[src/rtl/mps_analog_intl.sv]
// -----------------------------------------------------------------------------
// mps_analog_intl
//
// Per-channel analog interlock. Each incoming signed sample is compared
// against that channel's programmable upper/lower limits. Consecutive
// violating samples are counted per channel. When the count reaches the
// debounce threshold and the channel is not masked, the channel's interlock
// flag latches until it is explicitly cleared.
//
// Pipeline:
//   stage 1 - register sample, channel and the channel's current limits
//   stage 2 - compare, update debounce counter and interlock latch
// A sample strobed in cycle N shows its trip on o_analog_intl in cycle N+2.
//
// Build option:
//   INTL_FIRST_OUT_EN - when defined, o_first_ch/o_first_valid capture the
//                       first channel to latch after a clear. When undefined,
//                       both outputs are tied to zero.
//
// Ports:
//   i_clk           system clock
//   i_rst           asynchronous, active-low reset
//   i_sample_valid  sample strobe
//   i_sample_ch     channel index of the sample
//   i_sample_data   signed sample value
//   i_cfg_we        limit write strobe
//   i_cfg_addr      {channel[4:0], sel}; sel 1 = upper limit, 0 = lower limit
//   i_cfg_data      signed limit value
//   i_deb_cnt       consecutive violating samples needed to trip (0 acts as 1)
//   i_intl_mask     per-channel mask; 1 = channel may not latch
//   i_intl_clr      clear pulse for latches, counters and first-out state
//   o_analog_intl   latched per-channel interlock flags
//   o_intl_any      OR of o_analog_intl
//   o_first_ch      first-tripped channel
//   o_first_valid   o_first_ch holds a captured channel
// -----------------------------------------------------------------------------
module mps_analog_intl #(
  parameter int CH_NUM     = 18,
  parameter int DATA_WIDTH = 32,
  parameter int DEB_WIDTH  = 16
) (
  input  logic                  i_clk,
  input  logic                  i_rst,
  input  logic                  i_sample_valid,
  input  logic [4:0]            i_sample_ch,
  input  logic [DATA_WIDTH-1:0] i_sample_data,
  input  logic                  i_cfg_we,
  input  logic [5:0]            i_cfg_addr,
  input  logic [DATA_WIDTH-1:0] i_cfg_data,
  input  logic [DEB_WIDTH-1:0]  i_deb_cnt,
  input  logic [CH_NUM-1:0]     i_intl_mask,
  input  logic                  i_intl_clr,
  output logic [CH_NUM-1:0]     o_analog_intl,
  output logic                  o_intl_any,
  output logic [4:0]            o_first_ch,
  output logic                  o_first_valid
);

  typedef logic signed [DATA_WIDTH-1:0] data_t;
  typedef logic        [DEB_WIDTH-1:0]  cnt_t;

  localparam data_t LIM_MAX = {1'b0, {(DATA_WIDTH-1){1'b1}}};
  localparam data_t LIM_MIN = {1'b1, {(DATA_WIDTH-1){1'b0}}};

  // ---------------------------------------------------------------------------
  // Limit storage
  // ---------------------------------------------------------------------------
  data_t upper_q [CH_NUM];
  data_t upper_d [CH_NUM];
  data_t lower_q [CH_NUM];
  data_t lower_d [CH_NUM];

  logic [4:0] cfg_ch;

  always_comb begin
    // NOTE: every variable gets a default before any conditional update, so
    // no path leaves it unassigned and no latch is inferred.
    upper_d = upper_q;
    lower_d = lower_q;
    cfg_ch  = i_cfg_addr[5:1];
    if (i_cfg_we && (int'(cfg_ch) < CH_NUM)) begin
      if (i_cfg_addr[0]) upper_d[cfg_ch] = data_t'(i_cfg_data);
      else               lower_d[cfg_ch] = data_t'(i_cfg_data);
    end
  end

  // Limits open wide at reset so that nothing trips before configuration.
  // NOTE: this small register file is deliberately reset; its reset value is
  // functional, unlike a RAM whose contents would be don't-care.
  always_ff @(posedge i_clk or negedge i_rst) begin
    if (!i_rst) begin
      upper_q <= '{default: LIM_MAX};
      lower_q <= '{default: LIM_MIN};
    end else begin
      // NOTE: sequential state uses non-blocking assignments so every flop
      // samples pre-edge values regardless of block ordering.
      upper_q <= upper_d;
      lower_q <= lower_d;
    end
  end

  // ---------------------------------------------------------------------------
  // Stage 1: capture sample and the addressed channel's limits
  // ---------------------------------------------------------------------------
  logic       s1_valid_q, s1_valid_d;
  logic [4:0] s1_ch_q,    s1_ch_d;
  data_t      s1_data_q,  s1_data_d;
  data_t      s1_upper_q, s1_upper_d;
  data_t      s1_lower_q, s1_lower_d;

  always_comb begin
    // Out-of-range channels never enter stage 2, so they cannot touch state.
    s1_valid_d = i_sample_valid && (int'(i_sample_ch) < CH_NUM);
    s1_ch_d    = i_sample_ch;
    s1_data_d  = data_t'(i_sample_data);
    s1_upper_d = LIM_MAX;
    s1_lower_d = LIM_MIN;
    if (s1_valid_d) begin
      s1_upper_d = upper_q[i_sample_ch];
      s1_lower_d = lower_q[i_sample_ch];
    end
  end

  // Only the valid bit is reset: it alone discards an in-flight sample.
  always_ff @(posedge i_clk or negedge i_rst) begin
    if (!i_rst) s1_valid_q <= 1'b0;
    else        s1_valid_q <= s1_valid_d;
  end

  always_ff @(posedge i_clk) begin
    s1_ch_q    <= s1_ch_d;
    s1_data_q  <= s1_data_d;
    s1_upper_q <= s1_upper_d;
    s1_lower_q <= s1_lower_d;
  end

  // ---------------------------------------------------------------------------
  // Stage 2: compare, debounce, latch
  // ---------------------------------------------------------------------------
  cnt_t              cnt_q [CH_NUM];
  cnt_t              cnt_d [CH_NUM];
  logic [CH_NUM-1:0] latch_q, latch_d;
  logic [4:0]        first_ch_q, first_ch_d;
  logic              first_valid_q, first_valid_d;

  logic violation;
  cnt_t cnt_cur;
  cnt_t cnt_new;
  cnt_t threshold;
  logic trip;

  always_comb begin
    cnt_d         = cnt_q;
    latch_d       = latch_q;
    first_ch_d    = first_ch_q;
    first_valid_d = first_valid_q;

    violation = (s1_data_q > s1_upper_q) || (s1_data_q < s1_lower_q);
    cnt_cur   = cnt_q[s1_ch_q];
    if (!violation)          cnt_new = '0;
    else if (cnt_cur == '1)  cnt_new = cnt_cur;
    else                     cnt_new = cnt_cur + cnt_t'(1);

    threshold = (i_deb_cnt == '0) ? cnt_t'(1) : i_deb_cnt;
    // Counting continues while masked; only the latch is gated by the mask.
    trip = s1_valid_q && (cnt_new >= threshold) && !i_intl_mask[s1_ch_q];

    if (s1_valid_q) begin
      cnt_d[s1_ch_q] = cnt_new;
      if (trip) latch_d[s1_ch_q] = 1'b1;
    end

    // First-out only tracks a fresh latch, never a re-trip of a set flag.
    if (trip && !latch_q[s1_ch_q] && !first_valid_q) begin
      first_ch_d    = s1_ch_q;
      first_valid_d = 1'b1;
    end

    // Clear has priority over a trip arriving in the same cycle.
    if (i_intl_clr) begin
      cnt_d         = '{default: '0};
      latch_d       = '0;
      first_ch_d    = '0;
      first_valid_d = 1'b0;
    end
  end

  always_ff @(posedge i_clk or negedge i_rst) begin
    if (!i_rst) begin
      cnt_q   <= '{default: '0};
      latch_q <= '0;
    end else begin
      cnt_q   <= cnt_d;
      latch_q <= latch_d;
    end
  end

`ifdef INTL_FIRST_OUT_EN
  always_ff @(posedge i_clk or negedge i_rst) begin
    if (!i_rst) begin
      first_ch_q    <= '0;
      first_valid_q <= 1'b0;
    end else begin
      first_ch_q    <= first_ch_d;
      first_valid_q <= first_valid_d;
    end
  end

  assign o_first_ch    = first_ch_q;
  assign o_first_valid = first_valid_q;
`else
  assign first_ch_q    = '0;
  assign first_valid_q = 1'b0;
  assign o_first_ch    = '0;
  assign o_first_valid = 1'b0;
`endif

  assign o_analog_intl = latch_q;
  assign o_intl_any    = |latch_q;

endmodule

[config.mk]
export PLATFORM = sky130hd
export DESIGN_NAME = mps_analog_intl
export DESIGN_NICKNAME = d
export VERILOG_FILES = /design/src/rtl/mps_analog_intl.sv
export SDC_FILE = /design/constraint.sdc
export NUM_CORES = 2
export LEC_CHECK = 0
export CAP_MARGIN = 10
export CORE_MARGIN = 5
export CORE_UTILIZATION = 63
export DETAILED_ROUTE_END_ITERATION = 12
export PLACE_DENSITY_LB_ADDON = 0.12
export SYNTH_ARGS = -nofsm -noshare
export SYNTH_HDL_FRONTEND = slang
export SYNTH_SLANG_ARGS = --single-unit
[constraint.sdc]
create_clock -name i_clk -period 7 [get_ports i_clk]
set_input_delay 1.4 -clock i_clk [delete_from_list [all_inputs] [get_ports i_clk]]
set_output_delay 1.4 -clock i_clk [all_outputs]
set_load 0.02 [all_outputs]
# Word-level counts from Yosys, hierarchy flattened
# Cells that the tools add are included.
[word_totals]
latchBits = 0
ff_bits = 1560
mem_bits_rw = 0
memories = 0
input_bits = 114
mem_bits_ro = 0
word_cells = 123
[op_classes]
n_eq_ne = 1
n_reduce_logical = 16
n_mul = 0
n_lt_le_gt_ge = 12
div_mod_pow = 0
add_sub_neg = 1
shift = 0
bitwise = 5
mux = 28
[ops]
columns = ["cell", "count"]
rows = [
  ["bitwise mux 576 bit", 2],
  ["two-way mux 288 bit", 2],
  ["binary-select mux 32 bit (select 5 bit)", 2],
  ["bitwise mux 288 bit", 1],
  ["demux 32 bit (select 5 bit)", 1],
  ["two-way mux 32 bit", 5],
  ["two-way mux 16 bit", 6],
  ["binary-select mux 16 bit (select 5 bit)", 1],
  ["demux 16 bit (select 5 bit)", 1],
  ["two-way mux 18 bit", 3],
  ["greater-than comparator 32 bit", 1],
  ["less-than comparator 32 bit", 1],
  ["greater-or-equal comparator 6 bit (second input constant)", 3],
  ["NOT 5 -> 6 bit", 3],
  ["OR 18 bit", 1],
  ["OR reduction 18 bit", 1],
  ["adder 16 x 1 -> 16 bit (second input constant)", 1],
  ["equality test 16 bit (second input constant)", 1],
  ["greater-or-equal comparator 16 bit", 1],
  ["zero test 16 bit", 1],
  ["less-than comparator 6 x 1 -> 1 bit (second input constant)", 2],
  ["less-than comparator 5 bit (second input constant)", 2],
  ["logical AND 1 bit", 7],
  ["less-than comparator 5 x 6 -> 1 bit (second input constant)", 1],
  ["9 further kinds", 13],
]

# Longest topological paths before layout
[depth]
ltp_word = 13
depth_mapped = 31

# Least setup slack after synthesis
# OpenSTA, ideal clock, no wires.
[synth_timing]
path_type = "register to register"
from = "reg s1_ch_q[0]"
to = "reg latch_q[11] (netlist: o_analog_intl[11])"
arrival_ps = 5578
stages_incl_launch_ff = 32
setup_slack_ps = 1290
setup_ps = 132
period_less_slack_ps = 5710
required_time_ps = 6868
n_path_buf = 11
cell_sequence = "dfxtp_1 buf_6 buf_12 buf_6 buf_6 buf_4 buf_4 buf_4 mux2i_1 a22oi_1 nand3_1 nand3_1 ha_1 clkbuf_1 nand2_1 or4_4 xor2_1 and2_1 buf_6 buf_6 inv_1 ha_1 nand2b_1 a21o_1 a21o_1 a21o_1 a21o_1 a2111oi_0 o31ai_2 clkbuf_1 a31oi_1 nor2_1"
[synth_via]
elab_chain_len = 12
[synth_lines]
columns = ["item", "line", "text"]
rows = [
  ["start: declaration", "106", "logic [4:0] s1_ch_q, s1_ch_d;"],
  ["start signal: assignment", "131", "s1_ch_q <= s1_ch_d;"],
  ["NOT 5 -> 6 bit (not written as such)", "159", "cnt_cur = cnt_q[s1_ch_q];"],
  ["binary-select mux 16 bit (select 5 bit)", "159", ""],
  ["two-way mux 16 bit (not written as such) (2 in series)", "159", ""],
  ["adder 16 x 1 -> 16 bit or equality test 16 bit (tied branches)", "162, 161", ""],
  ["two-way mux 16 bit", "161", "else if (cnt_cur == '1) cnt_new = cnt_cur;"],
  ["two-way mux 16 bit", "160", "if (!violation) cnt_new = '0;"],
  ["greater-or-equal comparator 16 bit", "166", "trip = s1_valid_q && (cnt_new >= threshold) && !i_intl_mask[s1_ch_q];"],
  ["logical AND 1 bit (2 in series)", "166", ""],
  ["nonzero test 2 bit (no line)", "--", ""],
  ["AND reduction 2 bit (no line)", "--", ""],
  ["end signal: assignment", "194", "latch_q <= latch_d;"],
  ["end: declaration", "142", "logic [CH_NUM-1:0] latch_q, latch_d;"],
]
# Several ways; a longest one is shown, not always the timed one. The select of a mux whose other input is x is not followed.
# A chain may end at the register's enable or synchronous reset.

# Worst setup path in the final report
[layout_timing]
from = "reg s1_ch_q[2]"
to = "reg latch_q[7] (netlist: o_analog_intl[7])"
# The elaborated chain is that of the path after synthesis.

==> qor.csv <==
stage;metric;value;unit
outcome;outcome;completed;
pwr;sw power;4.94;mW
logic_synthesis;Mapped Cells;5145;
timing;worst setup margin;0.826;ns
logic_synthesis;Async SR Flop Fraction;0.935;
logic_synthesis;Syn Area/Cell;13.9;µm²
logic_synthesis;count of different cell masters after synthesis;79;
critical_path;CP arrival;6.80;ns
critical_path;Setup crit end kind;register;
drt;total wire length;195;mm
clocking;# Post-CTS Setup Buffers;0;
critical_path;CP top delay family;simple AND/OR/NAND/NOR gates;
global_route;largest net degree at the start of global routing;185;
floorplanning;I/O pin cnt;139;
logic_synthesis;Most used DFF post-synth;dfrtp_1;
placed_design;Place WS;0.904;ns
timing;Hold Vio Cnt, Final;0;
finish;most frequent cells in the layout;mux2_2 (1,208), dfrtp_1 (883), dfstp_2 (576);
timing;final max-slew violation count;0;
finish;most common cell after layout, fill and taps aside;mux2_2;
critical_path;Reg2Reg Setup Slack;0.83;ns
clocking;# resized after CTS;0;
clocking;CTS Sinks;1560;
logic_synthesis;top cells by area, synth;dfrtp_1 (31%), dfstp_2 (21%), mux2_2 (19%);
finish;Final Util;0.710;
timing;post-route clock period utilization;0.882;
worst_hold_path;worst min-delay path category;reg -> reg;
drt;DR DRC count;0;
timing;worst slew pin tran;1.29;ns
drt;first-pass iteration count of the detailed router;6;
critical_path;CP Launch Point;s1_ch_q[2];
finish;Layout area overhead;11.9;%
pwr;Worst IR Drop VDD;0.250;mV
drt;Vias;44432;
global_route;first-pass GRT wire length;296;mm
critical_path;WP data required;7.62;ns
pwr;Power Dens Cells;265;nW/µm²
global_route;vias in the first global route;45898;
logic_synthesis;dominant cell type by area after synthesis;dfrtp_1;
placed_design;DP HPWL;119;mm
drt;post-DR wirelength/cell;28.8;µm
floorplanning;row count;123;
critical_path;Worst Setup Start Kind;register;
timing;fin crit period;6.17;ns
clocking;CTS tree;done;
pwr;register share of total power;0.481;
floorplanning;Initial Util;0.634;
critical_path;CP Depth;21;
critical_path;most used cell, CP;a21o_1;
clocking;clock-pin slew on the worst setup and hold paths;0.06;ns
clocking;CTS buffer count;162;
critical_path;buffer and inverter count on the worst path;3;
critical_path;slowest stage delay, CP;0.64;ns
drt;number of DRC markers in iteration 0;4112;
logic_synthesis;number of enable flip-flop cells after synthesis;0;
floorplanning;Die Height;347;µm
job;Max Cap Violations;0;
finish;share of layout cells above drive strength 1;0.477;
timing;Peak Freq;162;MHz
logic_synthesis;post-synthesis cell area;71500;µm²
timing;Setup TNS;0;ns
timing;clk_skew;0.0277;ns
logic_synthesis;Seq/Total Area, Yosys;0.549;
timing;Rel. slew slack;0.138;
timing;unrepaired setup endpoints after global routing;false;
global_route;overall global routing resource usage;0.324;
pwr;Comb pwr share;0.096;
pwr;Net Sw Frac;0.233;
drt;antenna viol nets, final;0;
placed_design;routability cong.;0.950;
floorplanning;core area;113000;µm²
clocking;worst-skew pair later-pin latency;0.78;ns
pwr;clock share of power;0.423;
critical_path;CP max-delay cell;and2_1;
finish;nets;5330;
logic_synthesis;top cell type's share of synthesized area;0.309;
critical_path;CP endpoint;o_analog_intl[7];
critical_path;critical path type;reg -> reg;
clocking;root buf cell;clkbuf_16;
critical_path;Crit Path Max Fanout;17;
floorplanning;Die Footprint;120000;µm²
critical_path;crit path cell chain;nor3b_2 > buf_4 > and2_1 > a221oi_1 > and3_1 > or4_1 > or4_4 > xor2_1 > and2_1 > inv_1 > ha_1 > nand2b_1 > a21o_1 > a21o_1 > a21o_1 > a21o_1 > a2111oi_0 > o31ai_2 > buf_4 > a31oi_1 > nor2_1;
clocking;CTS max path bufs;3;
clocking;Hold Buf Count CTS;0;
finish;Final Cell Area;80000;µm²
drt;Vias per Instance;6.56;
critical_path;Reg-to-Reg Start;s1_ch_q[2];
floorplanning;Die X;347;µm
critical_path;Worst Reg-to-Reg Cells;21;
global_route;initial antenna violation count;5;
placed_design;port bufs;132;
timing;Setup violations, final;0;
pwr;Static Leak;35.2;nW
placed_design;Placed Area;74300;µm²
logic_synthesis;synth warn;0;
clocking;CTS H-tree depth;4;
global_route;total gr overflow;0;
critical_path;FF-to-FF End;o_analog_intl[7];
logic_synthesis;synthesis-stage register bit count;1560;
pwr;internal power;16.3;mW
==> per-layer routing <==
layer,vias up,global-route usage,share of wire
met1,23613,0.471,0.43
met5,-,0,0.000067
met2,1622,0.489,0.46
met3,385,0.0800,0.081
li1,18810,-,-
met4,2,0.106,0.032
==> cell usage after synthesis (all sizes together) (25+ instances only) <==
library cell  instances
a22o                 73
nand2               317
ha                   80
mux4                270
dfstp               576
dfxtp               101
nor2                 71
inv                  93
buf                  90
dfrtp               883
nand3b               28
o22ai                43
mux2               1208
a21oi               123
o21ai               247
nor2b                29
nand3                69
mux2i               210
clkbuf              357
a32o                 25
==> logic make-up after synthesis <==
| group | count (synthesis) | share of synthesized area |
|---|---|---|
| xor gates and xnor gates | 6 | 0.000735 |
| other | 1 | 0.0000525 |
| muxes | 1688 | 0.305 |
| AOI/OAI and AO/OA | 659 | 0.0597 |
| buffers and inverters | 540 | 0.0307 |
| DFF | 1560 | 0.549 |
| and+or+nand+nor | 611 | 0.0404 |
| adders and majority gates | 80 | 0.0140 |
==> registers in the layout, indices dropped and copies added (netlist names) <==
register and cells:
s1_valid_q 1, upper_q 576, o_analog_intl 18, s1_ch_q 5, s1_upper_q 32, s1_data_q 32
lower_q 576, cnt_q 288, s1_lower_q 32
==> power by group through the flow <==
stage               sequential [mW]  combinational [mW]  clock (mW)
floorplan                      10.2                1.39           0
global placement               10.3                1.97           0
detailed placement             10.4                2.02           0
CTS                            10.2                2.03        9.09
global route                   10.3                2.20        9.44
finish                         10.2                2.03        8.98
==> per-stage QoR <==
stage / total power, mW / hold WS [ns] / std cells
global route: 21.9 / 0.502 / 6773
detailed placement: 12.4 / 0.467 / 6467
global placement: 12.3 / 0.457 / 6467
CTS: 21.3 / 0.481 / 6766
floorplan: 11.6 / 0.442 / 5150
finish: 21.2 / 0.479 / 6774
==> worst register-to-register path: cells and delay by family, from the launching register on <==
family          cells  cell delay [ns]
fa+ha+maj           1             0.25
compound gates      8             1.89
xor+xnor            1             0.14
flops               1             0.52
buf+inv             3             0.51
simple gates        8             2.72
==> worst min path at each step <==
stage | endpoint | cells past startpoint | startpoint
final | cnt_q[39] | 2 | cnt_q[39]
after global placement | cnt_q[108] | 2 | cnt_q[108]
after global routing | cnt_q[80] | 1 | cnt_q[80]
after detailed placement | cnt_q[108] | 2 | cnt_q[108]
after CTS | cnt_q[39] | 2 | cnt_q[39]
after floorplan | cnt_q[140] | 2 | cnt_q[140]
==> layout make-up <==
type / instances / area (µm²)
Antenna cell: 3 / 7.51
Multi-Input combinational cell: 3050 / 30300
Tap cell: 1500 / 1880
Inverter: 93 / 349
Clock inverter: 52 / 656
Clock buffer: 247 / 4930
Fill cell: 7544 / 32700
Sequential cell: 1560 / 39300
Timing Repair Buffer: 269 / 2600
No activity file was read; power rests on OpenSTA's default activity.
